## src/rtl/mem_responder.sv

```systemverilog
// mem_responder: memory-side responder for the control unit's stage-2 memory
// strobes. A single read or write request is accepted in IDLE. The block then
// runs an async-SRAM cycle (SETUP, ACCESS with wait states, HOLD) and stalls
// the pipeline until HOLD, where done pulses for one cycle.
// Optional feature macro: MEM_RESP_EXT_WAIT_EN. It adds the ext_wait_n input
// and the TIMEOUT parameter. Once the wait-state counter expires, ACCESS is
// extended while ext_wait_n is low, for at most TIMEOUT cycles.
module mem_responder #(
  parameter int unsigned WIDTH       = 8,
  parameter int unsigned ADDR_WIDTH  = 16,
  parameter int unsigned WAIT_STATES = 1
`ifdef MEM_RESP_EXT_WAIT_EN
  ,
  parameter int unsigned TIMEOUT     = 64
`endif
) (
  input  logic                  clk,
  input  logic                  reset_n,
  input  logic                  mem_read,
  input  logic                  mem_write,
  input  logic [ADDR_WIDTH-1:0] addr,
  input  logic [WIDTH-1:0]      wdata,
  output logic [WIDTH-1:0]      rdata,
  output logic                  done,
  output logic                  stall,
  output logic                  err,
  input  logic                  err_clr,
  output logic [ADDR_WIDTH-1:0] sram_addr,
  output logic [WIDTH-1:0]      sram_dq_out,
  output logic                  sram_dq_oe,
  input  logic [WIDTH-1:0]      sram_dq_in,
  output logic                  sram_ce_n,
  output logic                  sram_oe_n,
  output logic                  sram_we_n
`ifdef MEM_RESP_EXT_WAIT_EN
  ,
  input  logic                  ext_wait_n
`endif
);

  typedef enum logic [1:0] {
    IDLE   = 2'd0,
    SETUP  = 2'd1,
    ACCESS = 2'd2,
    HOLD   = 2'd3
  } state_t;

  localparam logic [3:0] WaitLoad = 4'(WAIT_STATES);

  state_t     state, state_nxt;
  logic [3:0] wait_cnt;
  logic       dir_rd;
  logic       req_one, req_both;
  logic       cnt_zero;
  logic       ext_hold, ext_timeout;
  logic       access_done;

  assign req_one     = mem_read ^ mem_write;
  assign req_both    = mem_read & mem_write;
  assign cnt_zero    = (wait_cnt == '0);
  assign access_done = (state == ACCESS) && cnt_zero && !ext_hold;

`ifdef MEM_RESP_EXT_WAIT_EN
  localparam int unsigned ExtW = $clog2(TIMEOUT + 2);
  logic [ExtW-1:0] ext_cnt;

  // Count extension cycles spent in ACCESS after the wait-state counter expires.
  always_ff @(posedge clk or negedge reset_n) begin
    if (!reset_n) begin
      ext_cnt <= '0;
    end else if (state == IDLE) begin
      ext_cnt <= '0;
    end else if (ext_hold) begin
      ext_cnt <= ext_cnt + 1'b1;
    end
  end
`endif

  // Decide whether the external wait input extends ACCESS or has timed out.
  always_comb begin
    ext_hold    = 1'b0;
    ext_timeout = 1'b0;
`ifdef MEM_RESP_EXT_WAIT_EN
    if ((state == ACCESS) && cnt_zero && !ext_wait_n) begin
      if (ext_cnt == ExtW'(TIMEOUT)) ext_timeout = 1'b1;
      else                           ext_hold    = 1'b1;
    end
`endif
  end

  // State register.
  always_ff @(posedge clk or negedge reset_n) begin
    if (!reset_n) state <= IDLE;
    else          state <= state_nxt;
  end

  // Next-state logic: IDLE -> SETUP -> ACCESS (wait states) -> HOLD -> IDLE.
  always_comb begin
    state_nxt = state;
    case (state)
      IDLE:    if (req_one) state_nxt = SETUP;
      SETUP:   state_nxt = ACCESS;
      ACCESS:  if (access_done) state_nxt = HOLD;
      HOLD:    state_nxt = IDLE;
      default: state_nxt = IDLE;
    endcase
  end

  // SRAM strobes, done and stall, decoded from state and captured direction.
  always_comb begin
    sram_ce_n  = 1'b1;
    sram_oe_n  = 1'b1;
    sram_we_n  = 1'b1;
    sram_dq_oe = 1'b0;
    done       = 1'b0;
    stall      = 1'b0;
    case (state)
      IDLE: stall = req_one;
      SETUP: begin
        sram_ce_n = 1'b0;
        stall     = 1'b1;
        if (dir_rd) sram_oe_n  = 1'b0;
        else        sram_dq_oe = 1'b1;
      end
      ACCESS: begin
        sram_ce_n = 1'b0;
        stall     = 1'b1;
        if (dir_rd) begin
          sram_oe_n = 1'b0;
        end else begin
          sram_we_n  = 1'b0;
          sram_dq_oe = 1'b1;
        end
      end
      HOLD: begin
        sram_ce_n  = 1'b0;
        sram_dq_oe = !dir_rd;
        done       = 1'b1;
      end
      default: ;
    endcase
  end

  // Capture the request on accept, run the wait-state counter and latch read data.
  always_ff @(posedge clk or negedge reset_n) begin
    if (!reset_n) begin
      sram_addr   <= '0;
      sram_dq_out <= '0;
      dir_rd      <= 1'b0;
      wait_cnt    <= '0;
      rdata       <= '0;
    end else begin
      if ((state == IDLE) && req_one) begin
        sram_addr   <= addr;
        sram_dq_out <= wdata;
        dir_rd      <= mem_read;
        wait_cnt    <= WaitLoad;
      end else if ((state == ACCESS) && !cnt_zero) begin
        wait_cnt <= wait_cnt - 1'b1;
      end
      if (access_done && dir_rd) begin
        rdata <= ext_timeout ? '1 : sram_dq_in;
      end
    end
  end

  // Sticky error: simultaneous requests or wait timeout; a new error beats err_clr.
  always_ff @(posedge clk or negedge reset_n) begin
    if (!reset_n) begin
      err <= 1'b0;
    end else if (((state == IDLE) && req_both) || ext_timeout) begin
      err <= 1'b1;
    end else if (err_clr) begin
      err <= 1'b0;
    end
  end

endmodule

```

## config.mk

```make
export PLATFORM = sky130hd
export DESIGN_NAME = mem_responder
export DESIGN_NICKNAME = d
export VERILOG_FILES = /design/src/rtl/mem_responder.sv
export SDC_FILE = /design/constraint.sdc
export NUM_CORES = 1
export LEC_CHECK = 0
export CELL_PAD_IN_SITES_DETAIL_PLACEMENT = 0
export CELL_PAD_IN_SITES_GLOBAL_PLACEMENT = 2
export CORE_MARGIN = 5
export CORE_UTILIZATION = 30
export CTS_CLUSTER_SIZE = 24
export DETAILED_ROUTE_END_ITERATION = 8
export DONT_BUFFER_PORTS = 1
export GPL_TIMING_DRIVEN = 0
export PLACE_DENSITY_LB_ADDON = 0.1
export SETUP_SLACK_MARGIN = 0.4
export SLEW_MARGIN = 30
export SYNTH_ARGS = -nofsm -noshare
export SYNTH_HDL_FRONTEND = slang
export SYNTH_SLANG_ARGS = --single-unit
```

## constraint.sdc

```tcl
create_clock -name clk -period 1.5 [get_ports clk]
set_input_delay 0.3 -clock clk [delete_from_list [all_inputs] [get_ports clk]]
set_output_delay 0.3 -clock clk [all_outputs]
set_load 0.01 [all_outputs]
```

* Yosys cells after proc, flatten, opt, wreduce, memory -nomap -nowiden
Index checks and enable logic that the tools add are counted.
** Storage, ports and cells
- Flip-flop bits (word level) :: 40
- Input bits :: 37
- Output and inout port bits :: 39
- Logic and storage cells :: 44
** Cells by class
- Add/sub/neg operators :: 1
- Eq/ne operators :: 5
- Multiplexer cells :: 15
- Bitwise gates (word level) :: 2
- Reduce and logical (&&, ||, !) cells :: 14
** Operators by type and width (count)
- $mux W1 :: 8
- $mux W4 :: 2
- $pmux W2 S4 :: 1
- $logic_and A1 B1 Y1 :: 5
- $eq A2 B2 Y1 const B :: 2
- $logic_not A4 Y1 :: 1
- $mux W2 :: 2
- $ne A2 B2 Y1 const B :: 2
- $pmux W1 S2 :: 2
- $reduce_bool A2 Y1 :: 2
- $sub A4 B1 Y4 const B :: 1
- $reduce_or A3 Y1 :: 1
- $eq A2 B1 Y1 const B :: 1
- $logic_not A1 Y1 :: 2
- $logic_not A2 Y1 :: 1
- $reduce_and A2 Y1 :: 1
- $reduce_or A2 Y1 :: 1
- $and A1 B1 Y1 :: 1
- $xor A1 B1 Y1 :: 1

* Depth between registers and ports, before layout
Gate-level depths: netlist of run 1.
- Depth after elaboration :: 5
- Depth in mapped cells :: 7
- Mapped depth without buffers :: 5

* Worst setup path after synthesis of run 1
OpenSTA, ideal clock, no wires.
- Path kind :: register to output
- Start :: register state[0]
- End :: output port stall
- Arrival time :: 1.367 ns
- Required time :: 1.200 ns
- Slack :: -0.167 ns
- Stages on the path, launching flop included :: 8
- Buffers on the path :: 2
- Cells stage by stage :: dfrtp_1 inv_1 ha_1 and2_1 buf_2 buf_2 nor2_1 nor2_1
** Between the ends
- Word-level cells in the longest chain between the ends :: 3
- Elaborated cells on any way between the ends :: 5
- Those cells by class :: 2 x eq/ne; 1 x mux; 2 x reduce/logical
** Ends and longest elaborated chain
- from (decl) :: line 50 : state_t state, state_nxt;
- from (signal assigned) :: line 94 : else state <= state_nxt;
- $eq A2 B2 Y1 or $eq A2 B1 Y1 (tied branches) :: line 117 : case (state)
- $reduce_or A2 Y1 (no source line)
- $pmux W1 S2 * :: line 117
- to (decl) :: line 25 : output logic stall,
Every way passes the cells marked *; elsewhere a longest branch is shown, timed or not.

* Final worst setup path of run 1
- Start :: register state[0]
- End :: register sram_addr[7]
** Between the ends
- Word-level cells in the longest chain between the ends :: 2
** Ends and longest elaborated chain
- $logic_not A2 Y1 :: line 153 : if ((state == IDLE) && req_one) begin
- $logic_and A1 B1 Y1 :: line 153
- to (signal assigned) :: line 154 : sram_addr <= addr;
- to (decl) :: line 28 : output logic [ADDR_WIDTH-1:0] sram_addr,
Every way passes these cells.
A chain may end at the register's enable or synchronous reset.

==> flow_summary_export.csv, run 1 <==
group,metric,value,unit
global_route,antenna_found_initial,0,
logic_synthesis,syn-num-nets,162,
clock_network,h-tree-depth,2,
final_layout,syn2layout_area_growth,36.4,%
routing,viasPerCell,4.63,
final_layout,layout_common_cells,"dfrtp_1, mux2_2, buf_4",
global_route,track_usage,0.106,
floorplan,core,5510,um^2
sta,final-max-slew-violation-count,0,
setup_path,critPathKind,"reg2reg",
routing,wire_per_inst,17.3,um
floorplan,num_rows,27,
global_route,gr-total-overflow,0,
final_layout,fin_util,0.421,
final_layout,layout.nets,190,
outcome,status,"finished with violations",
pwr,finalPower,5.65,mW
final_layout,finalNonFillerCells,220,
sta,setup_tns,-5.04,ns
logic_synthesis,ys_types,26,
floorplan,start_util,0.309,
logic_synthesis,synth.avg_cell_area,14.3,um^2
setup_path,crit_fanout,6,
sta,rsz0062_at_grt,"true",
clock_network,numCtsBuffers,5,
logic_synthesis,synth_top_family_by_area,"multiplexers",
logic_synthesis,synth_edf_count,0,
clock_network,cts_tree,"built",
setup_path,critPathArrivalTime,1.90,ns
place,place_inst,191,
routing,firstDrtPassIters,3,
routing,drt-total-wl,3800,um
sta,slew_headroom,0.789,
setup_path,crit_path_end_kind,"flop",
logic_synthesis,async_flop_share,1.00,
place,place_hpwl,2520,um
setup_path,required,1.67,ns
sta,hold_viol,40,
logic_synthesis,ys_warn_count,0,
min_path,hold_class,"in2async",
sta,setup_viol,33,
setup_path,start_kind,"flop",
sta,tightest_slew,0.316,ns
floorplan,die_h,85.3,um
sta,fmax,0.577,GHz
global_route,grt_start_max_net_pins,41,
logic_synthesis,ys_seq_area_frac,0.589,
logic_synthesis,synthSimpleGateAreaFrac,0.0677,
floorplan,die_width,85.3,um
routing,drc,0,
logic_synthesis,synthMuxAreaShare,0.231,
logic_synthesis,synth_fa_ha_area_frac,0.0442,
clock_network,cts_max_path_buffers,2,
logic_synthesis,synth-xor-area-share,0,
sta,period_minus_slack,1.73,ns
routing,vias,1018,
logic_synthesis,ys.flop_type,"dfrtp_1",
clock_network,cts_sinks,40,
routing,drt_iter0_markers,35,
logic_synthesis,synth-compound-area-share,0.0376,
clock_network,path_clk_slew,0.08,ns
place,routabilityCongestion,0.668,
global_route,grt_pass1_wl,5900,um
sta,finalWorstSetupSlack,-0.234,ns
clock_network,clockRootBuffer,"clkbuf_8",
logic_synthesis,syn_area,1700,um^2
sta,period_share,1.16,
logic_synthesis,synth_seq_cells,40,
final_layout,mostFrequentLayoutCell,"dfrtp_1",
place,io_buffers,0,
pwr,power_density,2440,nW/um^2
floorplan,io_pins,76,
clock_network,clock_latency,0.28,ns
global_route,grt_pass1_vias,1138,
final_layout,layout-drive-gt1-share,0.615,
pwr,cellLeakagePower,1.02,nW
sta,worst_hold_slack,-0.299,ns
final_layout,diodes,0,
floorplan,die_area,7270,um^2
logic_synthesis,syn_inst,119,
pwr,ir_drop,0.942,mV
routing,ant_nets,0,
outcome,violations,"hold timing, setup timing",
run,drv_cap,0,
sta,finClkSkew,0.00650,ns
==> per-stage QoR <==
| stage | area (um^2) | setup WS [ns] |
|---|---|---|
| detailed placement | 1830 | -0.256 |
| global route | 2320 | -0.283 |
| global placement | 1830 | -0.263 |
| floorplan | 1740 | -0.0882 |
| finish | 2320 | -0.234 |
| CTS | 2230 | -0.224 |
==> cells in the mapped netlist, types with 2 or more instances <==
master / count / area share
dfrtp_1: 40 / 0.59
buf_4: 3 / 0.013
mux2_2: 33 / 0.22
buf_2: 2 / 0.0059
nor2b_1: 2 / 0.0074
inv_1: 5 / 0.011
ha_1: 6 / 0.044
nor2_1: 5 / 0.011
a21oi_1: 2 / 0.0059
nand2_1: 5 / 0.011
==> state kept, by name, summed over array words and instances, names as in the netlist <==
name,cells
sram_addr,16
state,2
sram_dq_out,8
dir_rd,1
wait_cnt,4
err,1
rdata,8
==> what timing repair did <==
item | CTS | global route
endpoints found under the setup margin | 45 | 45
hold endpoints to repair | 40 | 40
setup buffers | 14 | 6
resized for setup | 32 | 13
cloned | 1 | 0
pin swaps | 12 | 6
==> report_power, final <==
| part | internal [mW] | switching, mW | total (mW) |
|---|---|---|---|
| Sequential | 1.62 | 0.632 | 2.25 |
| Combinational | 1.53 | 0.942 | 2.47 |
| Clock | 0.587 | 0.349 | 0.935 |
| Total | 3.73 | 1.92 | 5.65 |
==> critical path: stages, from the launching register on <==
cell and delay [ns]:
dfrtp_1 0.39, inv_2 0.08, ha_4 0.19, and2_4 0.16, buf_6 0.09, buf_4 0.13
bufbuf_16 0.26, mux2_2 0.32
==> area by class of cell <==
| class | count | area [um^2] |
|---|---|---|
| plain buffers | 5 | 60.1 |
| clock buffers | 7 | 96.3 |
| clock inverters | 1 | 30.0 |
| fillers | 503 | 3190 |
| inverters | 5 | 18.8 |
| multi-input cells | 69 | 805 |
| flip-flops and latches | 40 | 1000 |
| well taps | 72 | 90.1 |
| repair buffers | 21 | 216 |
==> routing by layer <==
metal | vias to the layer above | track usage | part of all wire
li1 | 462 | - | -
met1 | 515 | 0.121 | 0.39
met2 | 37 | 0.172 | 0.53
met3 | 4 | 0.0466 | 0.067
met4 | 0 | 0.0475 | 0.014
met5 | - | 0 | 0
==> final timing paths <==
check	slack [ns]	cells after the start	endpoint	start
setup / recovery	-0.23	7	sram_addr[7]	state[0]
hold / removal	-0.30	0	sram_addr[4]	reset_n
setup reg to reg	-0.23	7	sram_addr[7]	state[0]
hold reg to reg	0.58	1	rdata[0]	rdata[0]
max in group asynchronous	1.71	0	sram_dq_out[0]	reset_n
min in group clk	0.11	1	err	err_clr
==> cells by family after synthesis <==
group | count (synthesis)
and+or+nand+nor | 20
adders and majority gates | 6
AOI/OAI and AO/OA | 8
buffers and inverters | 10
DFF | 40
muxes | 35
Power figures use the tool's default switching activity.
==> run 2: changes to the inputs <==
--- a/config.mk
+++ b/config.mk
@@ -5,6 +5,7 @@
 export SDC_FILE = /design/constraint.sdc
 export NUM_CORES = 1
 export LEC_CHECK = 0
+export CAP_MARGIN = 20
 export CELL_PAD_IN_SITES_DETAIL_PLACEMENT = 0
 export CELL_PAD_IN_SITES_GLOBAL_PLACEMENT = 2
 export CORE_MARGIN = 5
@@ -15,6 +16,7 @@
 export GPL_TIMING_DRIVEN = 0
 export PLACE_DENSITY_LB_ADDON = 0.1
 export SETUP_SLACK_MARGIN = 0.4
+export SKIP_CTS_REPAIR_TIMING = 1
 export SLEW_MARGIN = 30
 export SYNTH_ARGS = -nofsm -noshare
 export SYNTH_HDL_FRONTEND = slang
==> flow_summary_export.csv, run 2 (synthesis results as in run 1) <==
group,metric,value,unit
global_route,grt_start_max_net_pins,41,
clock_network,cts_max_path_buffers,2,
outcome,status,"finished with violations",
setup_path,worstReg2RegStart,"state[1]",
routing,firstDrtPassIters,4,
global_route,grt_pass1_wl,5400,um
final_layout,diodes,0,
routing,drt-total-wl,3790,um
min_path,hold_class,"in2async",
final_layout,stdcell_area,2250,um^2
pwr,power_density,2410,nW/um^2
global_route,grt_pass1_vias,1065,
routing,drc,0,
clock_network,numCtsBuffers,5,
final_layout,fin_util,0.409,
clock_network,h-tree-depth,2,
final_layout,reg.largest.list,"sram_addr (16), rdata (8), sram_dq_out (8)",
routing,drt_iter0_markers,31,
run,drv_cap,0,
sta,finClkSkew,0.00700,ns
routing,viasPerCell,4.58,
sta,setup_viol,33,
floorplan,die_width,85.3,um
sta,final-max-slew-violation-count,0,
floorplan,die_h,85.3,um
final_layout,fillers,512,
setup_path,critPathKind,"reg2out",
sta,fmax,0.555,GHz
floorplan,die_area,7270,um^2
final_layout,syn2layout_area_growth,32.6,%
clock_network,path_clk_slew,0.08,ns
pwr,cellLeakagePower,0.975,nW
final_layout,largest_reg_flops,16,
sta,hold_viol,40,
global_route,antenna_found_initial,0,
pwr,p_int,3.55,mW
clock_network,cts_sinks,40,
setup_path,r2r_slack,-0.23,ns
global_route,gr-total-overflow,0,
final_layout,largest-register,"sram_addr",
setup_path,critPathArrivalTime,1.50,ns
sta,tightest_slew,0.272,ns
place,place_area,1830,um^2
setup_path,r2r_cells,8,
sta,slew_headroom,0.818,
final_layout,layout_common_cells,"dfrtp_1, mux2_2, buf_4",
final_layout,mostFrequentLayoutCell,"dfrtp_1",
place,io_buffers,0,
routing,ant_nets,0,
sta,rsz0062_at_grt,"true",
sta,worst_hold_slack,-0.301,ns
setup_path,required,1.20,ns
pwr,pwr-share-clk,0.174,
floorplan,core,5510,um^2
sta,period_share,1.20,
floorplan,num_rows,27,
setup_path,crit_path_end_kind,"output port",
place,place_hpwl,2520,um
final_layout,layout.nets,186,
setup_path,crit_fanout,6,
setup_path,r2r_end,"sram_dq_out[7]",
place,routabilityCongestion,0.668,
pwr,seq_power_share,0.416,
pwr,pwr-share-comb,0.410,
global_route,track_usage,0.0969,
routing,wire_per_inst,17.5,um
sta,finalWorstSetupSlack,-0.301,ns
pwr,ir_drop,0.990,mV
pwr,swShare,0.345,
routing,vias,989,
setup_path,start_kind,"flop",
pwr,switchingPower,1.87,mW
sta,period_minus_slack,1.80,ns
floorplan,io_pins,76,
floorplan,start_util,0.309,
sta,setup_tns,-5.46,ns
final_layout,layout-drive-gt1-share,0.590,
outcome,violations,"hold timing, setup timing",
clock_network,clockRootBuffer,"clkbuf_8",
clock_network,cts_tree,"built",
clock_network,clock_latency,0.28,ns
-- run 2: layout make-up --
type                       instances  area, um^2  area share
buffer                             5        67.6      0.0300
clock buffer                       7        96.3      0.0428
clock inverter                     1        30.0      0.0133
inverter                           5        18.8     0.00833
multi-input combinational         69         776       0.344
sequential                        40        1000       0.444
tap                               72        90.1      0.0400
timing repair buffer              17         174      0.0772
-- run 2: worst max-delay path by stage --
stage,cells past startpoint,slack [ns],to,startpoint
finish,7,-0.30,stall,state[1]
global route,7,-0.34,stall,state[1]
CTS,7,-0.59,stall,state[0]
detailed placement,7,-0.26,stall,state[0]
global placement,7,-0.26,stall,state[0]
floorplan,5,-0.09,state[1],wait_cnt[0]
-- run 2: stage by stage --
step | power [mW] | setup slack, ns | std cells
4_1_cts | 4.76 | -0.588 | 199
3_5_place_dp | 3.79 | -0.256 | 191
3_3_place_gp | 3.74 | -0.263 | 191
2_1_floorplan | 3.44 | -0.0882 | 119
5_1_grt | 5.73 | -0.344 | 216
6_report | 5.42 | -0.301 | 216
-- run 2: power by group through the flow --
stage | Clock (mW) | Combinational, mW | Sequential (mW)
final | 0.944 | 2.22 | 2.26
after floorplan | 0 | 1.31 | 2.13
after detailed placement | 0 | 1.52 | 2.27
after CTS | 0.981 | 1.52 | 2.26
after global routing | 1.02 | 2.39 | 2.32
after global placement | 0 | 1.46 | 2.28
-- run 2: metal layers --
layer	vias to the layer above	GRT usage	wire, um
li1	456	-	-
met1	488	0.108	1480
met2	38	0.153	1970
met3	7	0.0485	260
met4	0	0.0475	85
met5	-	0	0
-- run 2: critical path, stage by stage (launching register included) --
cell     delay, ns
dfrtp_1       0.41
inv_2         0.07
ha_4          0.20
and2_4        0.16
buf_6         0.11
buf_6         0.12
nor2_4        0.10
nor2_4        0.05
==> run 3: changes to the inputs <==
==> constraint.sdc (replaced) <==
create_clock -name clk -period 2.25 [get_ports clk]
set_input_delay 0.45 -clock clk [delete_from_list [all_inputs] [get_ports clk]]
set_output_delay 0.45 -clock clk [all_outputs]
set_load 0.01 [all_outputs]
==> flow_summary_export.csv, run 3 (synthesis results as in run 1) <==
group,metric,value,unit
clock_network,h-tree-depth,2,
final_layout,fin_util,0.369,
sta,period_share,0.856,
sta,worst_hold_slack,0.271,ns
routing,vias,965,
setup_path,critical_path.startpoint,"state[1]",
routing,drc,0,
clock_network,path_clk_slew,0.07,ns
setup_path,critPathKind,"reg2out",
sta,finalWorstSetupSlack,0.324,ns
sta,hold_viol,0,
sta,setup_viol,0,
routing,drt-total-wl,3560,um
routing,ant_nets,0,
floorplan,start_util,0.309,
final_layout,layout-drive-gt1-share,0.467,
final_layout,reg.largest.list,"sram_addr (16), rdata (8), sram_dq_out (8)",
final_layout,mostFrequentLayoutCell,"dfrtp_1",
pwr,power_density,1530,nW/um^2
floorplan,die_h,85.3,um
clock_network,cts_tree,"built",
routing,wire_per_inst,17.0,um
clock_network,numCtsBuffers,5,
global_route,gr-total-overflow,0,
place,preCtsSetupSlack,0.153,ns
final_layout,largest-register,"sram_addr",
pwr,ir_drop,0.477,mV
outcome,status,"complete, no violations",
pwr,cellLeakagePower,0.880,nW
sta,finClkSkew,0.00413,ns
global_route,use_met2,0.152,
place,routabilityCongestion,0.636,
final_layout,finalNonFillerCells,209,
clock_network,cts_max_path_buffers,2,
final_layout,diodes,0,
sta,rsz0062_at_grt,"true",
setup_path,crit_path_end,"stall",
routing,drt_iter0_markers,30,
clock_network,cts_sinks,40,
final_layout,largest_reg_flops,16,
floorplan,num_rows,27,
final_layout,layout_common_cells,"dfrtp_1, mux2_2, buf_4",
sta,fmax,0.519,GHz
setup_path,crit_path_end_kind,"output port",
sta,tightest_slew,0.354,ns
setup_path,critPathArrivalTime,1.48,ns
clock_network,clockRootBuffer,"clkbuf_8",
sta,setup_tns,0,ns
clock_network,clock_latency,0.28,ns
setup_path,start_kind,"flop",
setup_path,r2r_slack,0.53,ns
min_path,hold_class,"in2reg",
global_route,grt_start_max_net_pins,41,
final_layout,syn2layout_area_growth,19.5,%
global_route,grt_use_met1,0.107,
routing,viasPerCell,4.62,
global_route,gr-usage-met3,0.0544,
global_route,grt_pass1_vias,1002,
sta,period_minus_slack,1.93,ns
pwr,finalPower,3.11,mW
global_route,busiest_layer,"met2",
floorplan,die_area,7270,um^2
setup_path,required,1.80,ns
sta,final-max-slew-violation-count,0,
min_path,whs_path_depth,1,
floorplan,io_pins,76,
place,place_hpwl,2500,um
global_route,grt_pass1_wl,5460,um
floorplan,core,5510,um^2
setup_path,crit_fanout,6,
final_layout,layout.nets,179,
global_route,antenna_found_initial,0,
sta,slew_headroom,0.761,
setup_path,r2r_end,"state[1]",
setup_path,r2r_cells,5,
routing,firstDrtPassIters,4,
place,io_buffers,0,
global_route,track_usage,0.0967,
setup_path,worstReg2RegStart,"wait_cnt[0]",
place,place_area,1790,um^2
run,drv_cap,0,
place,place_inst,191,
floorplan,die_width,85.3,um
final_layout,stdcell_area,2030,um^2
run 3: changes by cell type in the layout (fill, tap and decap cells not counted), sizes merged:
| cell | change |
|---|---|
| clkbuf | -1 |
| bufinv | -1 |
| buf | -6 |
| dlygate4sd3 | +1 |
run 3: layout make-up:
| type | count | area, um^2 |
|---|---|---|
| fillers | 527 | 3480 |
| flip-flops and latches | 40 | 1000 |
| multi-input cells | 69 | 684 |
| repair buffers | 10 | 97.6 |
| clock buffers | 8 | 90.1 |
| well taps | 72 | 90.1 |
| plain buffers | 5 | 48.8 |
| inverters | 5 | 18.8 |
run 3: worst min path at each step:
| stage | startpoint | end |
|---|---|---|
| after floorplan | reset_n | dir_rd |
| after global placement | reset_n | sram_addr[7] |
| after detailed placement | reset_n | sram_addr[7] |
| after CTS | reset_n | wait_cnt[2] |
| after global routing | err_clr | err |
| final | err_clr | err |
run 3: report_power, final:
part | total (mW) | internal [mW] | switching (mW)
combinational | 1.14 | 0.662 | 0.482
clock | 0.481 | 0.250 | 0.231
sequential | 1.49 | 1.08 | 0.410
run 3: worst max-delay path, stage by stage, from the launching register on:
cell     delay [ns]
dfrtp_1        0.41
inv_2          0.08
ha_4           0.19
and2_4         0.15
buf_6          0.10
buf_8          0.10
nor2_4         0.03
nor2_4         0.12
run 3: per-layer routing:
| metal | vias to the layer above | part of all wire |
|---|---|---|
| met5 | - | 0 |
| met3 | 6 | 0.089 |
| met2 | 38 | 0.50 |
| met1 | 476 | 0.39 |
| met4 | 0 | 0.017 |
| li1 | 445 | - |
